## src/rtl/seq_addsub_pkg.sv

```systemverilog
// Shared definitions for the digit-serial add/sub block: control-state
// encodings and default geometry.
package seq_addsub_pkg;

  localparam logic [1:0] ST_IDLE = 2'd0;
  localparam logic [1:0] ST_RUN  = 2'd1;
  localparam logic [1:0] ST_DONE = 2'd2;

  localparam int unsigned WIDTH_DFLT = 16;
  localparam int unsigned DIGIT_DFLT = 4;

endpackage

```

## src/rtl/add_digit.sv

```systemverilog
// Combinational DIGIT-bit ripple adder; cmsb is the carry into the top bit,
// used by the caller for signed-overflow detection.
module add_digit #(
  parameter int unsigned DIGIT = 4
) (
  input  logic [DIGIT-1:0] a,
  input  logic [DIGIT-1:0] b,
  input  logic             ci,
  output logic [DIGIT-1:0] r,
  output logic             co,
  output logic             cmsb
);

  logic [DIGIT:0] cv;

  assign cv[0] = ci;

  // Full-adder chain, one stage per bit.
  for (genvar i = 0; i < int'(DIGIT); i++) begin : g_fa
    assign r[i]    = a[i] ^ b[i] ^ cv[i];
    assign cv[i+1] = (a[i] & b[i]) | (cv[i] & (a[i] ^ b[i]));
  end

  assign co   = cv[DIGIT];
  assign cmsb = cv[DIGIT-1];

endmodule

```

## src/rtl/seq_addsub.sv

```systemverilog
// Digit-serial adder/subtractor: DIGIT bits per cycle, LSB digit first,
// WIDTH/DIGIT RUN cycles per operation. Results are published only on the
// edge entering DONE and held until the next completed operation.
module seq_addsub
  import seq_addsub_pkg::*;
#(
  parameter int unsigned WIDTH = WIDTH_DFLT,
  parameter int unsigned DIGIT = DIGIT_DFLT
) (
  input  logic             clk,
  input  logic             rst,
  input  logic             start,
  input  logic             sub,
  input  logic [WIDTH-1:0] a,
  input  logic [WIDTH-1:0] b,
  output logic             busy,
  output logic             done,
  output logic [WIDTH-1:0] r,
  output logic             co,
  output logic             ovf,
  output logic             zero
);

  localparam int unsigned N  = WIDTH / DIGIT;
  localparam int unsigned CW = $clog2(N + 1);

  logic [1:0]       state_q;
  logic [1:0]       state_d;
  logic [WIDTH-1:0] a_sr;
  logic [WIDTH-1:0] b_sr;
  logic [WIDTH-1:0] res_sr;
  logic             carry;
  logic [CW-1:0]    cnt_q;

  logic [DIGIT-1:0]       dig_r;
  logic                   dig_co;
  logic                   dig_cmsb;
  logic [WIDTH+DIGIT-1:0] res_cat;
  logic [WIDTH-1:0]       res_next;
  logic                   accept;
  logic                   last;

  add_digit #(.DIGIT(DIGIT)) u_add (
    .a    (a_sr[DIGIT-1:0]),
    .b    (b_sr[DIGIT-1:0]),
    .ci   (carry),
    .r    (dig_r),
    .co   (dig_co),
    .cmsb (dig_cmsb)
  );

  // New digit enters the result register from the top.
  assign res_cat  = {dig_r, res_sr};
  assign res_next = res_cat[WIDTH+DIGIT-1:DIGIT];

  // start is honoured in IDLE and DONE, never while RUN.
  assign accept = start && (state_q != ST_RUN);
  assign last   = (state_q == ST_RUN) && (cnt_q == CW'(N - 1));

  // State register.
  always_ff @(posedge clk) begin
    if (rst) state_q <= ST_IDLE;
    else     state_q <= state_d;
  end

  // Next-state logic.
  always_comb begin
    state_d = state_q;
    case (state_q)
      ST_IDLE: if (start) state_d = ST_RUN;
      ST_RUN:  if (last)  state_d = ST_DONE;
      ST_DONE: state_d = start ? ST_RUN : ST_IDLE;
      default: state_d = ST_IDLE;
    endcase
  end

  // Datapath, digit counter and registered outputs.
  always_ff @(posedge clk) begin
    if (rst) begin
      a_sr   <= '0;
      b_sr   <= '0;
      res_sr <= '0;
      carry  <= 1'b0;
      cnt_q  <= '0;
      busy   <= 1'b0;
      done   <= 1'b0;
      r      <= '0;
      co     <= 1'b0;
      ovf    <= 1'b0;
      zero   <= 1'b1;
    end else begin
      busy <= (state_d == ST_RUN);
      done <= (state_d == ST_DONE);
      if (accept) begin
        a_sr   <= a;
        b_sr   <= sub ? ~b : b;
        carry  <= sub;
        cnt_q  <= '0;
        res_sr <= '0;
      end else if (state_q == ST_RUN) begin
        a_sr   <= a_sr >> DIGIT;
        b_sr   <= b_sr >> DIGIT;
        carry  <= dig_co;
        cnt_q  <= cnt_q + CW'(1);
        res_sr <= res_next;
        if (last) begin
          r    <= res_next;
          co   <= dig_co;
          ovf  <= dig_co ^ dig_cmsb;
          zero <= (res_next == '0);
        end
      end
    end
  end

endmodule

```

## config.mk

```make
export PLATFORM = sky130hd
export DESIGN_NAME = seq_addsub
export DESIGN_NICKNAME = d
export VERILOG_FILES = /design/src/rtl/seq_addsub_pkg.sv /design/src/rtl/add_digit.sv /design/src/rtl/seq_addsub.sv
export SDC_FILE = /design/constraint.sdc
export NUM_CORES = 1
export LEC_CHECK = 0
export CORE_AREA = 2 2 77 109
export DETAILED_ROUTE_END_ITERATION = 8
export DIE_AREA = 0 0 79 111
export SETUP_SLACK_MARGIN = 0.2
export SLEW_MARGIN = 20
export SYNTH_ARGS = -nofsm -noshare
export SYNTH_HDL_FRONTEND = slang
export SYNTH_SLANG_ARGS = --single-unit
```

## constraint.sdc

```tcl
create_clock -name clk -period 2.89 [get_ports clk]
set_input_delay 0.578 -clock clk [delete_from_list [all_inputs] [get_ports clk]]
set_output_delay 0.578 -clock clk [all_outputs]
set_load 0.01 [all_outputs]
```

# Yosys cells after proc, flatten, opt, wreduce, memory -nomap -nowiden

Cells that the tools add are included.

Output and inout bits: 21
Input bits: 36
Word-level logic and storage cells: 60
Flip-flop bits (word level): 75

Bitwise gates (word level): 23
Reduce and logical (&&, ||, !) cells: 7
Mux-type cells: 11
Equal/unequal tests: 6
Add/subtract/negate cells: 1

Operators by type and width:

| operator              | count |
|---|---|
| $mux W16              | 5 |
| $logic_not A16 Y1     | 1 |
| $not A16 Y16          | 1 |
| $xor A1 B1 Y1         | 9 |
| $and A1 B1 Y1         | 8 |
| $pmux W2 S3           | 1 |
| $eq A2 B1 Y1 const B  | 2 |
| $eq A2 B2 Y1 const B  | 2 |
| $mux W2               | 2 |
| $or A1 B1 Y1          | 4 |
| $add A3 B1 Y3 const B | 1 |
| $eq A3 B2 Y1 const B  | 1 |
| $mux W1               | 3 |
| $reduce_and A3 Y1     | 1 |
| $logic_and A1 B1 Y1   | 2 |
| $logic_not A2 Y1      | 1 |
| $ne A2 B1 Y1 const B  | 1 |
| $reduce_bool A2 Y1    | 1 |
| $reduce_or A2 Y1      | 1 |
| $not A1 Y1            | 1 |

# Longest topological paths before layout

Gate-level depths: netlist of the first run.

Depth in word-level cells: 11
Gate-level depth with buffers: 10
Depth with buffers taken out: 10

# By module

From an unflattened synthesis of the first run, not the netlist that was laid out.

Cell total of the unflattened synthesis: 349
Area total of the unflattened synthesis: 3069.2 um^2

By module, submodules not included:

| module     | instances | seq. area each (um^2) | cells each | area an instance (um^2) |
|---|---|---|---|---|
| seq_addsub | 1         | 1421.4                | 337        | 2959.1 |
| add_digit  | 1         | 0.0                   | 12         | 110.1 |

# Worst setup path after synthesis of the first run

OpenSTA, ideal clock, no wires.

Kind: flip-flop to flip-flop
Start: reg a_sr[0]
End: reg r[15]
Library setup time: 86 ps
Path buffers: 0
Slack: 793 ps
Data required time: 2804 ps
Period minus slack after synthesis: 2097 ps
Cell stages (with the launch flop): 9
Arrival time: 2011 ps
Path through: dfxtp_1 inv_1 fa_1 inv_1 fa_1 fa_1 inv_1 fa_1 a211oi_1

Word-level cells in the longest chain between the ends: 8
Elaborated cells on any way between the ends: 9
Classes of those cells: bitwise: 9

Ends and longest elaborated chain:

| what                   | line              | source |
|---|---|---|
| start, declared        | seq_addsub.sv:29  | `logic [WIDTH-1:0] a_sr;` |
| start signal, assigned | seq_addsub.sv:101 | `a_sr <= a_sr >> DIGIT;` |
| $xor A1 B1 Y1          | add_digit.sv:21   | `assign cv[i+1] = (a[i] & b[i]) \| (cv[i] & (a[i] ^ b[i]));` |
| $and A1 B1 Y1          | add_digit.sv:21   |  |
| $or A1 B1 Y1 *         | add_digit.sv:21   |  |
| $and A1 B1 Y1 *        | add_digit.sv:21   |  |
| $or A1 B1 Y1 *         | add_digit.sv:21   |  |
| $and A1 B1 Y1 *        | add_digit.sv:21   |  |
| $or A1 B1 Y1 *         | add_digit.sv:21   |  |
| $xor A1 B1 Y1 *        | add_digit.sv:20   | `assign r[i] = a[i] ^ b[i] ^ cv[i];` |
| end signal, assigned   | seq_addsub.sv:107 | `r <= res_next;` |
| end, declared          | seq_addsub.sv:18  | `output logic [WIDTH-1:0] r,` |

Mark *: on every way between the ends. The rest lies on a longest branch, timed or not.
A chain may end at the register's enable or synchronous reset.

# Worst setup path in the final report of the first run

Ends and elaborated chain as after synthesis.

==> results of run 1 <==
sequential cells by signal (all words and copies together), names as in the netlist:
register	count
a_sr	16
b_sr	16
busy	1
carry	1
cnt_q	3
co	1
done	1
ovf	1
r	16
res_sr	12
state_q	2
zero	1
Yosys cell counts, types with 2 or more instances:
cell      count
a211o_1      12
a211oi_1     23
a21oi_1      38
buf_1         2
buf_12        2
buf_2        17
buf_4         2
clkbuf_1      3
dfxtp_1      71
fa_1          4
ha_1          2
inv_1         9
mux2i_1      16
nand2_1      66
nand2b_1      2
nor2_1       44
nor4_1        3
xnor2_1      18
power by group:
group	internal (mW)	total (mW)	switching [mW]	leakage (nW)
combinational	0.143	0.285	0.142	0.741
clock	0.868	1.26	0.391	0.164
sequential	1.03	1.06	0.0281	0.580
layer usage:
metal | global-route usage (%) | vias up | part of all wire [%]
li1 | - | 1254 | -
met1 | 17.9 | 1061 | 43
met2 | 26.8 | 54 | 52
met3 | 3.66 | 8 | 3.0
met4 | 6.90 | 0 | 2.3
met5 | 0 | - | 0
critical path, stage by stage, from the launching register on:
cell and delay, ns:
dfxtp_1 0.30, inv_1 0.08, fa_1 0.17, inv_1 0.05
fa_1 0.38, fa_1 0.41, inv_1 0.09, fa_1 0.45
a211oi_1 0.21
stage by stage:
step	total power [mW]	cell area, um^2	util (%)
final	2.60	3960	50.0
after CTS	2.63	3960	50.0
after detailed placement	1.36	3610	45.7
after global routing	2.71	3960	50.0
after global placement	1.36	3610	45.7
after floorplan	1.28	3030	-
worst max path at each step:
stage | from | endpoint | slack [ns] | depth (start not counted)
after floorplan | a_sr[0]$_SDFFE_PP0P_ | r[15]$_SDFFE_PP0P_ | 0.79 | 8
after global placement | a_sr[0]$_SDFFE_PP0P_ | zero$_SDFFE_PP1P_ | 0.71 | 9
after detailed placement | a_sr[0]$_SDFFE_PP0P_ | r[15]$_SDFFE_PP0P_ | 0.67 | 8
after CTS | a_sr[0]$_SDFFE_PP0P_ | r[15]$_SDFFE_PP0P_ | 0.66 | 8
after global routing | a_sr[0]$_SDFFE_PP0P_ | ovf$_SDFFE_PP0P_ | 0.51 | 10
final | a_sr[0]$_SDFFE_PP0P_ | r[15]$_SDFFE_PP0P_ | 0.67 | 8
kinds of logic after synthesis:
logic type	count (synthesis)	share of synthesized area [%]
AO/OA/AOI/OAI	78	16.8
XOR/XNOR	18	5.20
adder cells (fa/ha/maj)	6	3.47
buffers and inverters	36	6.73
flip-flops	71	46.9
multiplexers	16	5.28
AND/OR/NAND/NOR	119	15.6
final cells by class:
cell class | instances | area (um^2) | share of cell area, %
tap | 102 | 128 | 3.23
clock inverter | 3 | 90.1 | 2.28
timing repair buffer | 64 | 623 | 15.8
sequential | 71 | 1420 | 35.9
clock buffer | 13 | 250 | 6.33
inverter | 9 | 33.8 | 0.854
multi-input combinational | 237 | 1410 | 35.6
==> impl_metrics.env, run 1 <==
export IMPL_status="finished, final reports clean"
export IMPL_grt_overflow=0
export IMPL_synthArstFlopShare_pct=0
export IMPL_hold_start="r[9]$_SDFFE_PP0P_"
export IMPL_fmax_ghz=0.451
export IMPL_die_h_um=111
export IMPL_instances_no_fill=499
export IMPL_postRouteWirelength_um=6330
export IMPL_layout_nets=434
export IMPL_h_tree_depth=3
export IMPL_ir_drop_mv=0.425
export IMPL_synth_cells=344
export IMPL_ff2ff_setup_slack_ns=0.67
export IMPL_ant_nets=0
export IMPL_grt_max_degree=31
export IMPL_grt_pass1_wl_um=10600
export IMPL_syn_nets=386
export IMPL_layout_min_cycle_time_ns=2.22
export IMPL_postCtsSetupRepairBufs=0
export IMPL_hpwlAfterDp_um=4410
export IMPL_slew_headroom_pct=50.9
export IMPL_fillers=782
export IMPL_whs_ns=0.449
export IMPL_syn_to_final_growth_pct=30.5
export IMPL_drc=0
export IMPL_reg2regPathDepth=8
export IMPL_cts_clk_slew_worst_paths_ns=0.06
export IMPL_slew_viol_final=0
export IMPL_synth_area_leaders="dfxtp_1 47%, nand2_1 8.2%, a21oi_1 6.3%, a211oi_1 5.7%, nor2_1 5.4%"
export IMPL_drv_cap=0
export IMPL_worst_slew_pin_slew_ns=0.733
export IMPL_dp_slack_ns=0.671
export IMPL_diodes=0
export IMPL_setup_viol=0
export IMPL_place_inst=483
export IMPL_vias=2377
export IMPL_fp_row_count=39
export IMPL_reg2reg_from="a_sr[0]$_SDFFE_PP0P_"
export IMPL_grt_usage_pct=15.5
export IMPL_synthDistinctLibCells=28
export IMPL_mostFrequentLayoutCells="71 x dfxtp_1, 66 x nand2_1, 54 x clkdlybuf4s50_1"
export IMPL_cts_sinks=71
export IMPL_postCtsHoldBufs=0
export IMPL_fin_ws_ns=0.671
export IMPL_crit_path_end_kind="flop"
export IMPL_cts_resized=0
export IMPL_wl_per_cell_um=12.7
export IMPL_worstHoldEndpoint="r[9]$_SDFFE_PP0P_"
export IMPL_synth_top_cell_by_area="dfxtp_1"
export IMPL_cts_made_buffers=9
export IMPL_startpoint_type="flop"
export IMPL_routabilityCongestion=0.759
export IMPL_mostFrequentLayoutCell="dfxtp_1"
export IMPL_finalHoldViolCount=0
export IMPL_syn_area_um2=3030
export IMPL_crit_required_ns=3.13
export IMPL_viasPerCell=4.76
export IMPL_cts_tree="done"
export IMPL_dieArea_um2=8770
export IMPL_initial_core_util_pct=38.4
export IMPL_io_pins=57
export IMPL_synth_flop_cell="dfxtp_1"
export IMPL_holdPathStages=2
export IMPL_power_leakage_nw=1.49
export IMPL_drt_iter0_markers=105
export IMPL_yosysTopAreaCellShare_pct=46.9
export IMPL_grt_pass1_vias=2269
export IMPL_rr_endpoint="r[15]$_SDFFE_PP0P_"
export IMPL_synth_ff_latch_count=71
export IMPL_port_buffer_count=56
export IMPL_drive_gt1_share_pct=6.30
export IMPL_cts_max_path_buffers=2
export IMPL_fin_worst_skew_ns=0.00484
export IMPL_worstSetupPathType="flop to flop"
export IMPL_yosysWarningCount=0
export IMPL_cp_max_fo=3
export IMPL_cp_arrival_ns=2.46
export IMPL_die_w_um=79
export IMPL_syn_avg_cell_area_um2=8.81
export IMPL_synth_edff_count=0
export IMPL_clock_latency_ns=0.32
export IMPL_min_path_type="flop to flop"
export IMPL_yosysSeqAreaShare_pct=46.9
export IMPL_antenna_found_initial=0
export IMPL_power_density_nw_per_um2=657
export IMPL_timing_setup_tns_ns=0
export IMPL_rsz0062_at_grt="no"
export IMPL_drtPass1Iterations=4
export IMPL_root_buffer="clkbuf_16"
export IMPL_core_um2=7910
export IMPL_period_share_pct=76.8
No activity file was read; power rests on OpenSTA's default activity.
==> run 2: changes to the inputs <==
Clock period 2.89 ns to 2.2 ns, I/O delays scaled along.
==> run 2 against run 1 <==
Compared with the run above: final cell count increased by 0.40%; global-route usage about the same; combinational power increased by 34%; register-to-register slack got worse by 0.60 ns; sequential share of layout area decreased by 0.75 points; first-iteration DRC count increased by 1.9%; clock-buffer cell count decreased by 3; sequential cell count unchanged; clock skew increased by 0.00068 ns; hold slack got worse by 0.0051 ns; worst setup slack got worse by 0.60 ns.
==> impl_metrics.env, run 2 (synthesis gave the netlist of run 1 again) <==
export IMPL_status="finished, final reports clean"
export IMPL_io_pins=57
export IMPL_drt_iter0_markers=107
export IMPL_worstSetupPathType="flop to flop"
export IMPL_drv_cap=0
export IMPL_power_leakage_nw=1.53
export IMPL_fmax_ghz=0.470
export IMPL_fillers=737
export IMPL_fp_row_count=39
export IMPL_reg_top3="a_sr: 16 flops, b_sr: 16 flops, r: 16 flops"
export IMPL_fin_worst_skew_ns=0.00552
export IMPL_cp_arrival_ns=2.36
export IMPL_rsz0062_at_grt="yes"
export IMPL_setup_viol=0
export IMPL_ant_nets=0
export IMPL_die_h_um=111
export IMPL_slew_headroom_pct=55.4
export IMPL_power_density_nw_per_um2=904
export IMPL_grt_pass1_vias=2290
export IMPL_fin_ws_ns=0.0743
export IMPL_layout_nets=436
export IMPL_drive_gt1_share_pct=10.0
export IMPL_layout_min_cycle_time_ns=2.13
export IMPL_clock_latency_ns=0.33
export IMPL_ir_drop_mv=0.426
export IMPL_place_inst=484
export IMPL_diodes=0
export IMPL_grt_usage_pct=15.6
export IMPL_placed_cell_area_um2=3640
export IMPL_routabilityCongestion=0.799
export IMPL_startpoint_type="flop"
export IMPL_finalHoldViolCount=0
export IMPL_crit_required_ns=2.44
export IMPL_period_share_pct=96.6
export IMPL_grt_pass1_wl_um=10600
export IMPL_hpwlAfterDp_um=4350
export IMPL_cts_tree="done"
export IMPL_holdPathStages=2
export IMPL_mostFrequentLayoutCells="69 x dfxtp_1, 66 x nand2_1, 54 x clkdlybuf4s50_1"
export IMPL_dieArea_um2=8770
export IMPL_cts_made_buffers=9
export IMPL_mostFrequentLayoutCell="dfxtp_1"
export IMPL_core_um2=7910
export IMPL_reg2regPathDepth=9
export IMPL_drc=0
export IMPL_wl_per_cell_um=12.9
export IMPL_p_total_mw=3.66
export IMPL_root_buffer="clkbuf_16"
export IMPL_die_w_um=79
export IMPL_vias=2467
export IMPL_grt_max_degree=37
export IMPL_viasPerCell=4.92
export IMPL_postRouteWirelength_um=6440
export IMPL_dp_slack_ns=0.0272
export IMPL_cts_clk_slew_worst_paths_ns=0.05
export IMPL_postCtsHoldBufs=0
export IMPL_syn_to_final_growth_pct=33.5
export IMPL_timing_setup_tns_ns=0
export IMPL_min_path_type="flop to flop"
export IMPL_stdcell_area_um2=4050
export IMPL_worst_slew_pin_slew_ns=0.667
export IMPL_drtPass1Iterations=4
export IMPL_slew_viol_final=0
export IMPL_antenna_found_initial=0
export IMPL_cts_max_path_buffers=2
export IMPL_grt_overflow=0
export IMPL_port_buffer_count=56
export IMPL_crit_path_end_kind="flop"
export IMPL_cp_max_fo=3
export IMPL_instances_no_fill=501
export IMPL_initial_core_util_pct=38.4
export IMPL_cts_sinks=71
export IMPL_h_tree_depth=3
-- run 2: cell count changes in the layout (fill, tap and decap cells not counted), sizes merged --
cell / previous run / this run
clkinv: 0 / 1
clkbuf: 13 / 10
bufinv: 3 / 5
buf: 10 / 12
-- run 2: repair_timing --
item | CTS | global route
resized for setup | 2 | 0
gates cloned | 0 | 0
buffers inserted | 1 | 0
setup endpoints to repair | 4 | 6
-- run 2: final timing paths --
path	from	to	slack, ns
worst max-delay path	a_sr[0]$_SDFFE_PP0P_	zero$_SDFFE_PP1P_	0.07
worst min-delay path	b_sr[4]$_SDFFE_PP0P_	b_sr[0]$_SDFFE_PP0P_	0.44
worst max register to register	a_sr[0]$_SDFFE_PP0P_	zero$_SDFFE_PP1P_	0.07
worst min register to register	b_sr[4]$_SDFFE_PP0P_	b_sr[0]$_SDFFE_PP0P_	0.44
-- run 2: final cells by class --
| cell class | count | area (um^2) | share of cell area [%] |
|---|---|---|---|
| clock buffers | 10 | 239 | 5.91 |
| clock inverters | 6 | 155 | 3.83 |
| inverters | 9 | 33.8 | 0.835 |
| multi-input cells | 237 | 1420 | 35.0 |
| flip-flops and latches | 71 | 1420 | 35.2 |
| well taps | 102 | 128 | 3.15 |
| repair buffers | 66 | 651 | 16.1 |
-- run 2: layer usage --
layer / GRT usage, % / wire length [um]
met1: 17.4 / 2700
met4: 7.13 / 171
met2: 27.0 / 3310
met3: 4.23 / 254
met5: 0 / 0
-- run 2: worst max-delay path, stage by stage (launching register included) --
cell,delay [ns]
dfxtp_2,0.33
inv_2,0.04
fa_2,0.38
inv_2,0.06
fa_2,0.19
fa_2,0.20
inv_2,0.04
fa_1,0.51
nand4_1,0.11
o31ai_1,0.19
-- run 2: through the flow --
step                      hold slack, ns  utilization [%]
final                              0.444             51.2
after floorplan                    0.425                -
after detailed placement           0.444             46.1
after CTS                          0.447             51.2
after global placement             0.436             46.1
after global routing               0.458             51.2
-- run 2: power breakdown --
group | internal, mW | switching [mW] | total [mW]
Sequential | 1.35 | 0.0398 | 1.39
Clock | 1.36 | 0.519 | 1.88
Combinational | 0.194 | 0.189 | 0.383
